## src/rtl/reg_wb_sched_pkg.sv

```systemverilog
// reg_wb_sched_pkg: shared widths and register-file constants for write-back scheduling
package reg_wb_sched_pkg;
  localparam int FULLW = 32;
  localparam int RF_PC_ADDR = 15;
endpackage

```

## src/rtl/reg_wb_sched_if.sv

```systemverilog
// reg_wb_sched_if: ALU/load write-back requests and register-file write port
interface reg_wb_sched_if import reg_wb_sched_pkg::*; #(parameter int ADDR_WIDTH = 4) ();
  logic alu_valid, alu_ready, ld_valid, ld_ready, we;
  logic [ADDR_WIDTH-1:0] alu_wa, ld_wa, wa;
  logic [FULLW-1:0] alu_wd, ld_wd, wd;
  logic [(1<<ADDR_WIDTH)-1:0] pend_mask;
  modport master (output alu_valid, alu_wa, alu_wd, ld_valid, ld_wa, ld_wd,
                  input alu_ready, ld_ready, we, wa, wd, pend_mask);
  modport slave (input alu_valid, alu_wa, alu_wd, ld_valid, ld_wa, ld_wd,
                 output alu_ready, ld_ready, we, wa, wd, pend_mask);
endinterface

```

## src/rtl/reg_wb_sched_wb_fifo.sv

```systemverilog
// wb_fifo: in-order skid buffer of {wa, wd} with per-entry load address compare
module wb_fifo import reg_wb_sched_pkg::*; #(
  parameter int ADDR_WIDTH = 4,
  parameter int DEPTH = 2
) (
  input  logic clk,
  input  logic reset,
  input  logic push,
  input  logic pop,
  input  logic [ADDR_WIDTH-1:0] push_wa,
  input  logic [FULLW-1:0] push_wd,
  input  logic [ADDR_WIDTH-1:0] ld_wa,
  output logic empty,
  output logic full,
  output logic ld_hit,
  output logic [ADDR_WIDTH-1:0] head_wa,
  output logic [FULLW-1:0] head_wd,
  output logic [(1<<ADDR_WIDTH)-1:0] mask
);
  localparam int PW = $clog2(DEPTH);
  localparam int NR = 1 << ADDR_WIDTH;
  logic [ADDR_WIDTH-1:0] wa_q [DEPTH];
  logic [FULLW-1:0] wd_q [DEPTH];
  logic [PW-1:0] head, tail;
  logic [PW:0] count;
  always_ff @(posedge clk or negedge reset)
    if (!reset) begin
      head <= '0;
      tail <= '0;
      count <= '0;
    end else begin
      if (push) tail <= tail + 1'b1;
      if (pop) head <= head + 1'b1;
      count <= count + {{PW{1'b0}}, push} - {{PW{1'b0}}, pop};
    end
  always_ff @(posedge clk)
    if (push) begin
      wa_q[tail] <= push_wa;
      wd_q[tail] <= push_wd;
    end
  assign empty = count == '0;
  assign full = count == (PW+1)'(DEPTH);
  assign head_wa = wa_q[head];
  assign head_wd = wd_q[head];
  // an entry is live when its distance from head is below count
  always_comb begin
    ld_hit = 1'b0;
    mask = '0;
    for (int i = 0; i < DEPTH; i++)
      if ({1'b0, PW'(i) - head} < count) begin
        mask = mask | (NR'(1) << wa_q[i]);
        ld_hit = ld_hit | (wa_q[i] == ld_wa);
      end
  end
endmodule

```

## src/rtl/reg_wb_sched.sv

```systemverilog
// reg_wb_sched: arbitrates ALU and load write-backs onto the single register-file write port
module reg_wb_sched import reg_wb_sched_pkg::*; #(
  parameter int ADDR_WIDTH = 4,
  parameter int DEPTH = 2
) (
  input logic clk,
  input logic reset,
  reg_wb_sched_if.slave bus
);
  localparam int NR = 1 << ADDR_WIDTH;
  logic empty, full, ld_hit, ld_go, alu_acc, direct, pop, push, issue;
  logic [ADDR_WIDTH-1:0] head_wa, nxt_wa, wa_q;
  logic [FULLW-1:0] head_wd, nxt_wd, wd_q;
  logic [NR-1:0] fifo_mask;
  logic we_q;
  wb_fifo #(.ADDR_WIDTH(ADDR_WIDTH), .DEPTH(DEPTH)) u_fifo (
    .clk(clk), .reset(reset), .push(push), .pop(pop),
    .push_wa(bus.alu_wa), .push_wd(bus.alu_wd), .ld_wa(bus.ld_wa),
    .empty(empty), .full(full), .ld_hit(ld_hit),
    .head_wa(head_wa), .head_wd(head_wd), .mask(fifo_mask)
  );
  // a load never overtakes a buffered write to the same register
  always_comb begin
    ld_go = bus.ld_valid && !ld_hit;
    alu_acc = bus.alu_valid && !full;
    pop = !ld_go && !empty;
    direct = alu_acc && !ld_go && empty;
    push = alu_acc && !direct;
    issue = ld_go || pop || direct;
    nxt_wa = ld_go ? bus.ld_wa : pop ? head_wa : bus.alu_wa;
    nxt_wd = ld_go ? bus.ld_wd : pop ? head_wd : bus.alu_wd;
  end
  always_ff @(posedge clk or negedge reset)
    if (!reset) begin
      we_q <= 1'b0;
      wa_q <= '0;
      wd_q <= '0;
    end else begin
      we_q <= issue;
      if (issue) begin
        wa_q <= nxt_wa;
        wd_q <= nxt_wd;
      end
    end
  assign bus.ld_ready = !ld_hit;
  assign bus.alu_ready = !full;
  assign bus.we = we_q;
  assign bus.wa = wa_q;
  assign bus.wd = wd_q;
  assign bus.pend_mask = fifo_mask | (we_q ? NR'(1) << wa_q : '0);
endmodule

```

## src/flat_wrapper.sv

```systemverilog
// flat-port wrapper written by rule: the top's interface ports become plain ports
module reg_wb_sched_flat import reg_wb_sched_pkg::*;
#(
  parameter int ADDR_WIDTH = 4,
  parameter int DEPTH = 2
)
  (clk, reset, bus_alu_valid, bus_alu_wa, bus_alu_wd, bus_ld_valid, bus_ld_wa, bus_ld_wd, bus_alu_ready, bus_ld_ready, bus_we, bus_wa, bus_wd, bus_pend_mask);
  reg_wb_sched_if #(.ADDR_WIDTH(ADDR_WIDTH)) bus_i ();
  input logic clk;
  input logic reset;
  input wire logic [$bits(bus_i.alu_valid)-1:0] bus_alu_valid;
  input wire logic [$bits(bus_i.alu_wa)-1:0] bus_alu_wa;
  input wire logic [$bits(bus_i.alu_wd)-1:0] bus_alu_wd;
  input wire logic [$bits(bus_i.ld_valid)-1:0] bus_ld_valid;
  input wire logic [$bits(bus_i.ld_wa)-1:0] bus_ld_wa;
  input wire logic [$bits(bus_i.ld_wd)-1:0] bus_ld_wd;
  output wire logic [$bits(bus_i.alu_ready)-1:0] bus_alu_ready;
  output wire logic [$bits(bus_i.ld_ready)-1:0] bus_ld_ready;
  output wire logic [$bits(bus_i.we)-1:0] bus_we;
  output wire logic [$bits(bus_i.wa)-1:0] bus_wa;
  output wire logic [$bits(bus_i.wd)-1:0] bus_wd;
  output wire logic [$bits(bus_i.pend_mask)-1:0] bus_pend_mask;
  assign bus_i.alu_valid = bus_alu_valid;
  assign bus_i.alu_wa = bus_alu_wa;
  assign bus_i.alu_wd = bus_alu_wd;
  assign bus_i.ld_valid = bus_ld_valid;
  assign bus_i.ld_wa = bus_ld_wa;
  assign bus_i.ld_wd = bus_ld_wd;
  assign bus_alu_ready = bus_i.alu_ready;
  assign bus_ld_ready = bus_i.ld_ready;
  assign bus_we = bus_i.we;
  assign bus_wa = bus_i.wa;
  assign bus_wd = bus_i.wd;
  assign bus_pend_mask = bus_i.pend_mask;
  reg_wb_sched #(.ADDR_WIDTH(ADDR_WIDTH), .DEPTH(DEPTH)) u_core (.clk(clk), .reset(reset), .bus(bus_i));
endmodule
```

## config.mk

```make
export PLATFORM = sky130hd
export DESIGN_NAME = reg_wb_sched_flat
export DESIGN_NICKNAME = d
export VERILOG_FILES = /design/src/rtl/reg_wb_sched_pkg.sv /design/src/rtl/reg_wb_sched_if.sv /design/src/rtl/reg_wb_sched_wb_fifo.sv /design/src/rtl/reg_wb_sched.sv /design/src/flat_wrapper.sv
export SDC_FILE = /design/constraint.sdc
export NUM_CORES = 1
export LEC_CHECK = 0
export CORE_AREA = 5 5 154 156
export CTS_BUF_LIST = sky130_fd_sc_hd__clkbuf_8 sky130_fd_sc_hd__clkbuf_16
export DETAILED_ROUTE_END_ITERATION = 16
export DIE_AREA = 0 0 159 161
export PLACE_DENSITY_LB_ADDON = 0.08
export SYNTH_ARGS = -nofsm -noshare
export SYNTH_HDL_FRONTEND = slang
export SYNTH_SLANG_ARGS = --single-unit
```

## constraint.sdc

```tcl
create_clock -name clk -period 2.7 [get_ports clk]
set_input_delay 0.405 -clock clk [delete_from_list [all_inputs] [get_ports clk]]
set_output_delay 0.405 -clock clk [all_outputs]
set_load 0.02 [all_outputs]
```

# After elaboration in Yosys (flattened, before gate mapping)
# Memories as Yosys holds them, arrays and structs flattened.
# Cells that the tools add are included.
# Widths: inputs -> output; s select.
# totals
memories	2
register_bits	41
output_inout_bits	55
elab_cells	50
mem_bits_rw	72
# op_classes
bitwise_logic	3
order_cmp	2
shifts	3
n_eq_ne	3
reduce_logical	14
muxes	11
add_sub_neg	6
# mem_list
name	words	width	rd	rd_clocked_by_memory_dff	wr	line_no	source
u_core.u_fifo.wd_q	2	32	1	0	1	reg_wb_sched_wb_fifo.sv:23	logic [FULLW-1:0] wd_q [DEPTH];
u_core.u_fifo.wa_q	2	4	3	0	1	reg_wb_sched_wb_fifo.sv:22	logic [ADDR_WIDTH-1:0] wa_q [DEPTH];
# op_table
operator	n
$mux 32	2
$mux 16	3
$shl 1x4->16 const A	3
$or 16x16->16	2
$eq 4x4->1	2
$mux 4	2
$logic_and 1x1->1	6
$logic_not 1->1	5
$lt 1x2->1	2
$mux 1	4
$add 1x1->1 const B	2
$add 2x1->2	1
$eq 2x2->1 const B	1
$logic_not 2->1	1
$logic_or 1x1->1	2
$sub 1x1->1 const A	2
$sub 2x1->2	1
$or 1x1->1	1

# Longest topological paths before layout
# depth
ltp_word	14
depth_mapped	10

# Cells and area by module
# From an unflattened synthesis, not the netlist that was laid out.
# unflattened
cells_unflattened	421
area_unflattened_um2	5574.1
# by_module_without_submodules
module	cells_per_inst	instances	area_per_inst_um2	seq_area_each_um2
wb_fifo	182	1	3135.5	2262.2
reg_wb_sched	239	1	2438.6	925.9

# Worst setup path after synthesis
# Ideal clock, no wire load.
# synth_path
kind	input-to-reg
start	input bus_alu_valid
end	memory u_core.u_fifo.wa_q[0][0], enable pin
stages	4
arrival_ps	2772
setup_time_ps	429
path_buffers	2
required_ps	2271
path_slack_ps	-501
cell_sequence	clkbuf_1 clkbuf_1 o21ai_0 nor2_1
# synth_between
elab_chain_len	7
# synth_lines
element	line_no	source
start: declaration	flat_wrapper.sv:11	input wire logic [$bits(bus_i.alu_valid)-1:0] bus_alu_valid;
$logic_and 1x1->1 *	reg_wb_sched.sv:25	alu_acc = bus.alu_valid && !full;
$logic_and 1x1->1 (2 in a row)	reg_wb_sched.sv:27	direct = alu_acc && !ld_go && empty;
$logic_not 1->1	reg_wb_sched.sv:28	push = alu_acc && !direct;
$logic_and 1x1->1 *	reg_wb_sched.sv:28	
$mux 1 *	reg_wb_sched_wb_fifo.sv:37	if (push) begin
$mux 1 (implied by the code) *	reg_wb_sched_wb_fifo.sv:38	wa_q[tail] <= push_wa;
end: declaration	reg_wb_sched_wb_fifo.sv:22	
# Mark *: on every way between the ends. The rest lies on a longest branch, timed or not.

# Worst setup path after layout
# layout_path
start	register u_core.u_fifo.head
end	output bus_pend_mask[0]
# layout_between
elab_chain_len	6
# layout_lines
element	line_no	source
start: declaration	reg_wb_sched_wb_fifo.sv:24	logic [PW-1:0] head, tail;
start signal: assignment	reg_wb_sched_wb_fifo.sv:33	if (pop) head <= head + 1'b1;
$sub 1x1->1	reg_wb_sched_wb_fifo.sv:50	if ({1'b0, PW'(i) - head} < count) begin
$lt 1x2->1	reg_wb_sched_wb_fifo.sv:50	
$mux 16	reg_wb_sched_wb_fifo.sv:50	
$or 16x16->16	reg_wb_sched_wb_fifo.sv:51	mask = mask | (NR'(1) << wa_q[i]);
$mux 16 *	reg_wb_sched_wb_fifo.sv:50	
$or 16x16->16 *	reg_wb_sched.sv:50	assign bus.pend_mask = fifo_mask | (we_q ? NR'(1) << wa_q : '0);
end: declaration	flat_wrapper.sv:22	output wire logic [$bits(bus_i.pend_mask)-1:0] bus_pend_mask;
# Marks and branches as above.

==> results.cfg <==
[clock_network]
cts_root_buffer = clkbuf_16
worstSkewPairLatency_ns = 0.42
clock_sink_count = 113
cts_buffers = 17
path_clk_slew_ns = 0.05
ctsHoldBuffers = 0
cts_setup_buffers = 0
cts.htree.levels = 4
cts_tree = done
cts_buffer_depth = 2

[timing]
drv_slew = 0
worstMarginPinSlew_ns = 0.769
period_share_pct = 92.8
min_period_ns = 2.51
max_slew_margin_pct = 48.6
rsz0062_at_grt = no
hold_violations = 0
finalSetupViolations = 0
fmax_mhz = 399
fin_skew_ns = 0.0271
setup_tns_ns = 0

[floorplan]
die_area_um2 = 25600
die_h_um = 161
core-area_um2 = 22200
die_x_um = 159
floorplan.initialDensity_pct = 24.5
io_pins = 131
rows = 55

[global_route]
grt_use_total_pct = 12.5
antenna_found_initial = 1
grt.overflow.total = 0
grt_max_degree = 37
grt_pass1_vias = 4345
grt_pass1_wl_um = 25200

[drt]
drc = 0
first_iter_violations = 187
drt-wirelength-per-cell_um = 18.5
wirelength_um = 16100
dr_total_vias = 4103
firstDrtPassIters = 5
final_antenna_net_count = 0
vias_per_cell = 4.71

[setup_path]
end_kind = output port
cp_slowest_cell = dfrtp_2
crit_fanout = 4
arrival_ns = 2.10
crit_path_max_incr_delay_ns = 0.41
critPathKind = reg2out
reg2reg_slack_ns = 0.39
crit_chain = inv_1, a21oi_1, or3_1, o311ai_1, dlygate4sd2_1
required_ns = 2.30
cp-start-kind = register

[logic_synthesis]
syn_area_um2 = 5440
synthDistinctLibCells = 45
synth_edf_count = 72
yosysTopAreaCellShare_pct = 39.7
avgSynthCellArea_um2 = 12.5
ys_ff_latch = 113
synth-main-ff-cell = edfxtp_1
synth_top_area_cell = edfxtp_1
synth-seq-area-share_pct = 58.6
ys.warnings.count = 0
yosysMostFrequentCell = edfxtp_1
netlist_instances = 435
synthTopCellsByCount = edfxtp_1 (72), o21ai_0 (45), dfrtp_1 (41)
ys_top_cells_by_area = edfxtp_1 (40%), dfrtp_1 (19%), mux2_2 (4.6%), o21ai_0 (4.1%), mux2i_1 (3.7%)
synth_nets = 513
ys_async_sr_fraction_pct = 36.3

[finish]
diodes = 0
nets = 651
syn2layout_area_growth_pct = 41.4
drive_gt1_share_pct = 16.7
final_core_util_pct = 34.6
final_cells = 871

[place]
gp_congestion = 0.846
dp_hpwl_um = 11300
portBuffers = 130
dp_cells = 839

[outcome]
status = complete, no violations

[power]
power.leakage_uw = 0.00294
irDropWorstVdd_mv = 0.540
power.density_nw_per_um2 = 1090

[flow_run]
drv_cap = 0

[worst_hold_path]
hp-class = in2async
where the power goes:
group	total [µW]	leakage (µW)	internal, µW	switching (µW)
sequential	2710	0.00115	2380	321
clock	2270	0.000302	1510	763
combinational	3380	0.00149	1580	1800
total	8360	0.00294	5470	2880
worst paths after layout:
| kind | from | end | cells after the start |
|---|---|---|---|
| min reg2reg | u_core.u_fifo.tail | u_core.u_fifo.tail | 1 |
| max in group asynchronous | reset | u_core.bus.wd[5] | 2 |
| min in group clk | bus_alu_valid | u_core.bus.we | 2 |
| min | reset | u_core.bus.wd[9] | 1 |
| max reg2reg | u_core.u_fifo.wa_q[0][3] | u_core.u_fifo.count[1] | 10 |
| max | u_core.u_fifo.head | bus_pend_mask[0] | 5 |
repair_timing:
action,CTS,global route
cloned,0,0
endpoints found under the setup margin,13,6
gates resized for setup,12,8
worst max-delay path: cells and delay by family, from the launching register on:
kind / cells / cell delay (ns)
flops: 1 / 0.41
buf+inv: 2 / 0.48
simple gates: 1 / 0.39
compound gates: 2 / 0.42
sequential cells by signal (all words and copies together) (netlist names):
signal	cells
u_core.u_fifo.tail	1
u_core.bus.wa	4
u_core.bus.we	1
u_core.u_fifo.wa_q	8
u_core.u_fifo.head	1
u_core.u_fifo.count	2
u_core.bus.wd	32
u_core.u_fifo.wd_q	64
cell usage in the layout (no fill, tap or decap), types with 3 or more instances in the layout:
cell | netlist | layout
clkbuf_16 | 0 | 17
clkinvlp_4 | 0 | 3
buf_4 | 3 | 22
o211ai_1 | 7 | 7
nor2_1 | 10 | 7
bufinv_16 | 0 | 3
dlymetal6s2s_1 | 0 | 6
nor3_1 | 20 | 20
clkdlybuf4s50_1 | 0 | 111
mux2i_1 | 20 | 20
a21oi_1 | 21 | 21
nor3b_1 | 17 | 17
o21ai_0 | 45 | 45
nand3_1 | 28 | 28
nand2_1 | 18 | 18
nor2b_1 | 6 | 6
edfxtp_1 | 72 | 72
mux2_2 | 22 | 22
clkbuf_8 | 0 | 3
a22oi_1 | 4 | 4
dlygate4sd2_1 | 0 | 11
xor2_1 | 8 | 8
a221o_1 | 16 | 16
inv_1 | 3 | 6
mux2_4 | 10 | 10
dfrtp_1 | 41 | 40
xnor2_1 | 4 | 4
area by class of cell:
class / count / area, µm²
fill: 2214 / 14500
clock buffer: 20 / 467
inverter: 3 / 11.3
tap: 285 / 357
multi-input combinational: 286 / 2070
sequential: 113 / 3190
timing repair buffer: 152 / 1460
clock inverter: 12 / 143
stage by stage:
step                total power, µW  cell area [µm²]  worst slack [ns]  hold slack [ns]
finish                         8360             7700             0.193           0.0430
global route                   8860             7700            0.0203           0.0821
CTS                            8490             7670            0.0133           0.0621
detailed placement             6220             7080            0.0123            0.504
global placement               6210             7080            0.0576            0.497
floorplan                      4790             5440            -0.501            0.109
routing by layer:
metal | share of wire (%) | global-route usage (%)
met1 | 45 | 16.1
met2 | 49 | 21.1
met3 | 4.2 | 3.09
met4 | 0.91 | 3.49
met5 | 0.081 | 0
cells by family (layout without fill, tap and decap cells):
group | after synthesis | after routing | synth area share (%)
fa+ha+maj | 2 | 2 | 0.460
compound gates | 104 | 104 | 12.4
xor+xnor | 12 | 12 | 1.93
flops | 113 | 113 | 58.6
mux | 52 | 52 | 11.0
simple gates | 116 | 116 | 11.8
buf+inv | 36 | 187 | 3.81
Note: power is estimated with default switching activity, not from simulation.
==> patch 1 (same flow settings) <==
Set the package constant `FULLW` to 16 (it was 32).
--- a/src/rtl/reg_wb_sched_pkg.sv
+++ b/src/rtl/reg_wb_sched_pkg.sv
@@ -2,3 +2,3 @@
 package reg_wb_sched_pkg;
-  localparam int FULLW = 32;
+  localparam int FULLW = 16;
   localparam int RF_PC_ADDR = 15;
Ports: changed (resized bus_alu_wd, bus_ld_wd and bus_wd); port bits go from 131 to 83. The function was not compared with the original's and may differ.
==> patch 1 against the original RTL <==
First-iteration DRC count down 41%. Wire length down 26%. Global-route usage down 2.9 points. Worst setup slack worse by 0.024 ns. Largest cell class unchanged. Count of clock-buffer cells in the layout down 9. Via count down 33%. Clock power down 52%. Sequential cell count down 48. Total power down 39%. Critical endpoint is now bus_pend_mask[3]. Combinational power down 29%. Final area down 35%. Die area unchanged. Utilization down 12 points. Area after synthesis down 36%.
==> patch 1: results (changes against the original RTL) <==
Cells and area
  – Layout Nets: 449 (was 651)
  – Layout cells sized above 1: 0.174 (was 0.167)
  – Max reg flops: 32 (was 64)
  – Largest reg by FF count: u_core.u_fifo.wd_q (unchanged)
  – Ant. Diodes: 0 (unchanged)
  – # fillers: 2377 (was 2214)

Logic synthesis
  – Post-synth EDFFs: 40 (was 72)
  – Register area share after synthesis: 0.527 (was 0.586)
  – Area contributors post-synth: edfxtp_1, dfrtp_1, o221a_4, nand2_1, mux2i_1 (was edfxtp_1, dfrtp_1, mux2_2, o21ai_0, mux2i_1)
  – Async S/R FF share, synth: 0.385 (was 0.363)
  – Warnings, synthesis: 0 (unchanged)
  – Synth cell types: 50 (was 45)
  – Post-Syn Nets: 351 (was 513)
  – Top cell type's share of synthesized area: 0.346 (was 0.397)
  – Synth top cells by count: edfxtp_1, nand2_1, dfrtp_1 (was edfxtp_1, o21ai_0, dfrtp_1)

Clock network
  – Num CTS Buffers: 9 (was 17)
  – Max Root-Sink Buffers: 2 (unchanged)
  – H-tree Lvls: 3 (was 4)
  – Worst-path clk slew: 0.06 ns
  – Clk Latency, worst-skew pair: 0.33 ns (was 0.42 ns)
  – Root Buffer: clkbuf_16 (unchanged)

Global routing
  – GR Util met1: 0.118 (was 0.161)
  – GRT met2 Usage: 0.167 (was 0.211)
  – Largest net degree at the start of global routing: 26 (was 37)
  – Met3 GRT Util: 0.0209 (was 0.0309)
  – Initial antenna violation count: 0 (was 1)
  – Vias in the first global route: 3063 (was 4345)
  – First-pass GRT wire length: 19100 um (was 25200 um)
  – GRT Overall Usage: 0.0957 (was 0.125)

Worst setup path
  – Slowest-stage cell, CP: clkdlybuf4s50_1 (was dfrtp_2)
  – Critical Path AT: 2.13 ns (was 2.10 ns)
  – Peak per-stage delay on the critical path: 0.64 ns (was 0.41 ns)
  – CP max FO: 8 (was 4)
  – Top delay family on crit path: buffers and inverters (unchanged)

Placed design
  – IO buf count: 82 (was 130)
  – GPL Wtd Cong: 0.794 (was 0.846)
  – Post-DP HPWL: 8720 um (was 11300 um)
  – DP Worst Slack: -0.0887 ns (was 0.0123 ns)

Route
  – Via count: 2752 (was 4103)
  – Initial DRC Count: 110 (was 187)
  – Top sig layer: met4 (was met5)
  – Routed met2 length: 6090 um (was 7970 um)
  – DR WL met3: 407 um (was 677 um)
  – First-pass detailed-route iteration total: 4 (was 5)
  – Met1 WL: 5360 um (was 7310 um)
  – DRT Wirelength: 12000 um (was 16100 um)

STA
  – Max Clock Skew: 0.00714 ns (was 0.0271 ns)
  – Headroom to the max-slew limit: 0.505 (was 0.486)

Hold path
  – Type of the tightest min-delay check: in2async (unchanged)

Power
  – Sw Ratio: 0.386 (was 0.345)
  – Max VDD drop: 0.000275 V (was 0.000540 V)
  – LEAKAGE: 2.00 nW (was 2.94 nW)

Status
  – Outcome: complete, no violations (unchanged)
## patch 1: cell count changes after synthesis, moves of 19 or more
cell / change
edfxtp_1: -32
inv_1: +21
nand2_1: +19
nand3_1: -20
nor3_1: -19
o21ai_0: -28
## patch 1: what timing repair did
action,CTS,global route
buffers inserted,0,0
gates resized for setup,12,9
endpoints found under the setup margin,12,8
## patch 1: cell type report
| type | instances | share of cell area |
|---|---|---|
| multi-input combinational | 197 | 0.291 |
| clock inverter | 4 | 0.00398 |
| tap | 285 | 0.0709 |
| clock buffer | 11 | 0.0502 |
| timing repair buffer | 105 | 0.203 |
| sequential | 65 | 0.363 |
| inverter | 25 | 0.0186 |
## patch 1: final timing paths
path	from	endpoint	slack, ns	cells past startpoint
setup reg to reg	u_core.u_fifo.wa_q[0][3]$_DFFE_PP_	u_core.u_fifo.count[1]$_DFF_PN0_	0.36	10
hold / removal	reset	u_core.bus.wd[10]$_DFFE_PN0P_	0.14	1
hold reg to reg	u_core.bus.wd[11]$_DFFE_PN0P_	u_core.bus.wd[11]$_DFFE_PN0P_	0.53	2
setup / recovery	u_core.u_fifo.head$_DFFE_PN0N_	bus_pend_mask[3]	0.17	6
max in group asynchronous	reset	u_core.u_fifo.count[0]$_DFF_PN0_	2.08	1
min in group clk	u_core.bus.wd[11]$_DFFE_PN0P_	u_core.bus.wd[11]$_DFFE_PN0P_	0.53	2
## patch 1: kinds of logic (layout without fill, tap and decap cells)
| group | Yosys count | in the layout | share of synthesized area |
|---|---|---|---|
| AOI/OAI and AO/OA | 82 | 82 | 0.187 |
| xor gates and xnor gates | 11 | 11 | 0.0299 |
| adders and majority gates | 2 | 2 | 0.00721 |
| buffers and inverters | 43 | 145 | 0.0584 |
| DFF | 65 | 65 | 0.527 |
| muxes | 20 | 20 | 0.0609 |
| and+or+nand+nor | 82 | 82 | 0.130 |
## patch 1: through the flow
stage / utilization / setup TNS, ns / cells / instance area, um^2
after CTS: 0.225 / 0 / 692 / 5000
after global placement: 0.213 / -0.119 / 677 / 4730
final: 0.226 / 0 / 692 / 5030
after detailed placement: 0.213 / -0.0945 / 677 / 4730
after floorplan: - / 0 / 305 / 3470
after global routing: 0.226 / 0 / 692 / 5030
## patch 1: power by group through the flow
stage | Combinational (W) | Sequential [W] | Clock [W]
4_1_cts | 0.00248 | 0.00162 | 0.00112
6_report | 0.00241 | 0.00162 | 0.00108
3_5_place_dp | 0.00251 | 0.00163 | 0
3_3_place_gp | 0.00250 | 0.00164 | 0
2_1_floorplan | 0.00126 | 0.00175 | 0
5_1_grt | 0.00263 | 0.00166 | 0.00117
==> patch 2 (same settings) <==
Without the edit above. Reset style: synchronous (`reset`), changed in 2 clocked blocks.
--- a/src/rtl/reg_wb_sched_wb_fifo.sv
+++ b/src/rtl/reg_wb_sched_wb_fifo.sv
@@ -25,3 +25,3 @@
   logic [PW:0] count;
-  always_ff @(posedge clk or negedge reset)
+  always_ff @(posedge clk)
     if (!reset) begin
--- a/src/rtl/reg_wb_sched.sv
+++ b/src/rtl/reg_wb_sched.sv
@@ -32,3 +32,3 @@
   end
-  always_ff @(posedge clk or negedge reset)
+  always_ff @(posedge clk)
     if (!reset) begin
Behaviour: differs if reset is asserted again (counterexample within 4 cycles, from zero or initial values and one cycle with reset low); with reset held inactive, the same outputs for 4 cycles.
==> patch 2 against the original RTL <==
Sequential cell count up 1. Wire length up 8.4%. Utilization up 1.4 points. Worst setup slack worse by 0.093 ns. Total power down 13%. Area after synthesis up 1.9%. Final area up 4.1%. Critical endpoint is now bus_pend_mask[15]. Highest routed layer unchanged.
==> patch 2: results (changes against the original RTL) <==
Status
  – Outcome: complete, no violations (unchanged)

Worst setup path
  – Worst R2R End: u_core.u_fifo.count[1]$_SDFF_PN0_ (was u_core.u_fifo.count[1]$_DFF_PN0_)
  – Slowest-stage cell, CP: clkdlybuf4s50_1 (was dfrtp_2)
  – FF-to-FF setup slack: 0.20 ns (was 0.39 ns)
  – Peak per-stage delay on the critical path: 0.64 ns (was 0.41 ns)
  – Reg2Reg Depth: 11 (was 10)

Logic synthesis
  – Complex-gate fraction of the synthesized area: 0.148 (was 0.124)
  – Post-Synth XOR/XNOR Area: 0.0158 (was 0.0193)
  – Mux cell area share after synthesis: 0.132 (was 0.110)
  – Async S/R FF share, synth: 0 (was 0.363)
  – Post-Synth Adder-Cell Area: 0.00451 (was 0.00460)
  – Synth top cells by count: mux2i_1, edfxtp_1, a211oi_1, dfxtp_1, a21oi_1 (was edfxtp_1, o21ai_0, dfrtp_1)
  – Register area share after synthesis: 0.541 (was 0.586)
  – Area contributors post-synth: edfxtp_1, dfxtp_1, mux2i_1, a211oi_1, a21oi_1 (was edfxtp_1, dfrtp_1, mux2_2, o21ai_0, mux2i_1)
  – Synth cell types: 41 (was 45)
  – Post-Syn Nets: 577 (was 513)

Clock network
  – Root Buffer: clkbuf_16 (unchanged)
  – Clk Latency, worst-skew pair: 0.42 ns (about the same)

Power
  – Max VDD drop: 0.000486 V (was 0.000540 V)
  – LEAKAGE: 2.90 nW (was 2.94 nW)

Cells and area
  – Layout cells sized above 1: 0.128 (was 0.167)
  – # fillers: 2211 (was 2214)
  – Layout Nets: 729 (was 651)

Route
  – First-pass detailed-route iteration total: 4 (was 5)
  – Vias per cell: 4.68 (was 4.71)
  – DRT Wirelength: 17500 um (was 16100 um)
  – Initial DRC Count: 211 (was 187)

Placed design
  – GPL Wtd Cong: 0.792 (was 0.846)
  – Post-DP HPWL: 12000 um (was 11300 um)

STA
  – Headroom to the max-slew limit: 0.643 (was 0.486)

Global routing
  – First-pass GRT wire length: 27400 um (was 25200 um)
  – GRT Overall Usage: 0.136 (was 0.125)
patch 2: worst max-delay path: cells and delay by family, from the launching register on:
kind	cells	cell delay, ns
buffers and inverters	1	0.64
AND/OR/NAND/NOR	1	0.27
AO/OA/AOI/OAI	2	0.50
flip-flops	1	0.37
patch 2: worst max path at each step:
stage                                                  start                                end  slack (ns)  cells past startpoint
final                      u_core.u_fifo.count[0]$_SDFF_PN0_                  bus_pend_mask[15]        0.10                      4
after global routing       u_core.u_fifo.count[0]$_SDFF_PN0_                  bus_pend_mask[14]       0.003                      4
after CTS                  u_core.u_fifo.count[0]$_SDFF_PN0_                  bus_pend_mask[13]       -0.02                      6
after detailed placement                        bus_ld_wa[0]  u_core.u_fifo.count[1]$_SDFF_PN0_       -0.31                     12
after global placement                          bus_ld_wa[0]  u_core.u_fifo.count[1]$_SDFF_PN0_       -0.27                     12
after floorplan           u_core.u_fifo.wa_q[1][1]$_DFFE_PP_  u_core.u_fifo.count[1]$_SDFF_PN0_        0.03                     12
patch 2: layout make-up:
class	count	share of cell area
sequential	114	0.375
clock inverter	15	0.0269
tap	285	0.0445
multi-input combinational	343	0.296
inverter	6	0.00281
clock buffer	17	0.0531
timing repair buffer	169	0.202
patch 2: cells by family (layout without fill, tap and decap cells):
kind of cell               count (synthesis)  after routing
AOI/OAI and AO/OA                        124            124
and+or+nand+nor                          134            134
muxes                                     73             73
xor gates and xnor gates                  10             10
adders and majority gates                  2              2
buffers and inverters                     42            207
DFF                                      114            114
patch 2: stage by stage:
| stage | cells | power [W] | setup WS (ns) | hold WS [ns] | instance area (um^2) |
|---|---|---|---|---|---|
| 4_1_cts | 949 | 0.00743 | -0.0224 | 0.448 | 7990 |
| 6_report | 949 | 0.00731 | 0.101 | 0.443 | 8010 |
| 5_1_grt | 949 | 0.00773 | 0.00287 | 0.487 | 8010 |
| 3_5_place_dp | 917 | 0.00492 | -0.315 | 0.443 | 7350 |
| 3_3_place_gp | 917 | 0.00490 | -0.273 | 0.438 | 7350 |
| 2_1_floorplan | 499 | 0.00387 | 0.0300 | 0.474 | 5560 |
patch 2: power by group:
part           internal, W  leakage [nW]  switching [W]
clock              0.00163         0.310       0.000836
combinational      0.00106          1.57        0.00138
sequential         0.00221          1.01       0.000191
patch 2: routing by layer:
metal | track usage | wire length, um | up-vias
met3 | 0.0426 | 935 | 25
met4 | 0.0473 | 296 | 2
li1 | - | - | 2184
met2 | 0.234 | 8540 | 131
met5 | 0 | 13 | -
met1 | 0.161 | 7680 | 2099
patch 2: repair_timing:
action                                  in CTS  in global routing
setup buffers                                0                  0
endpoints found under the setup margin      11                 11
gates resized for setup                     11                 13
hold endpoints to repair                     0                  0
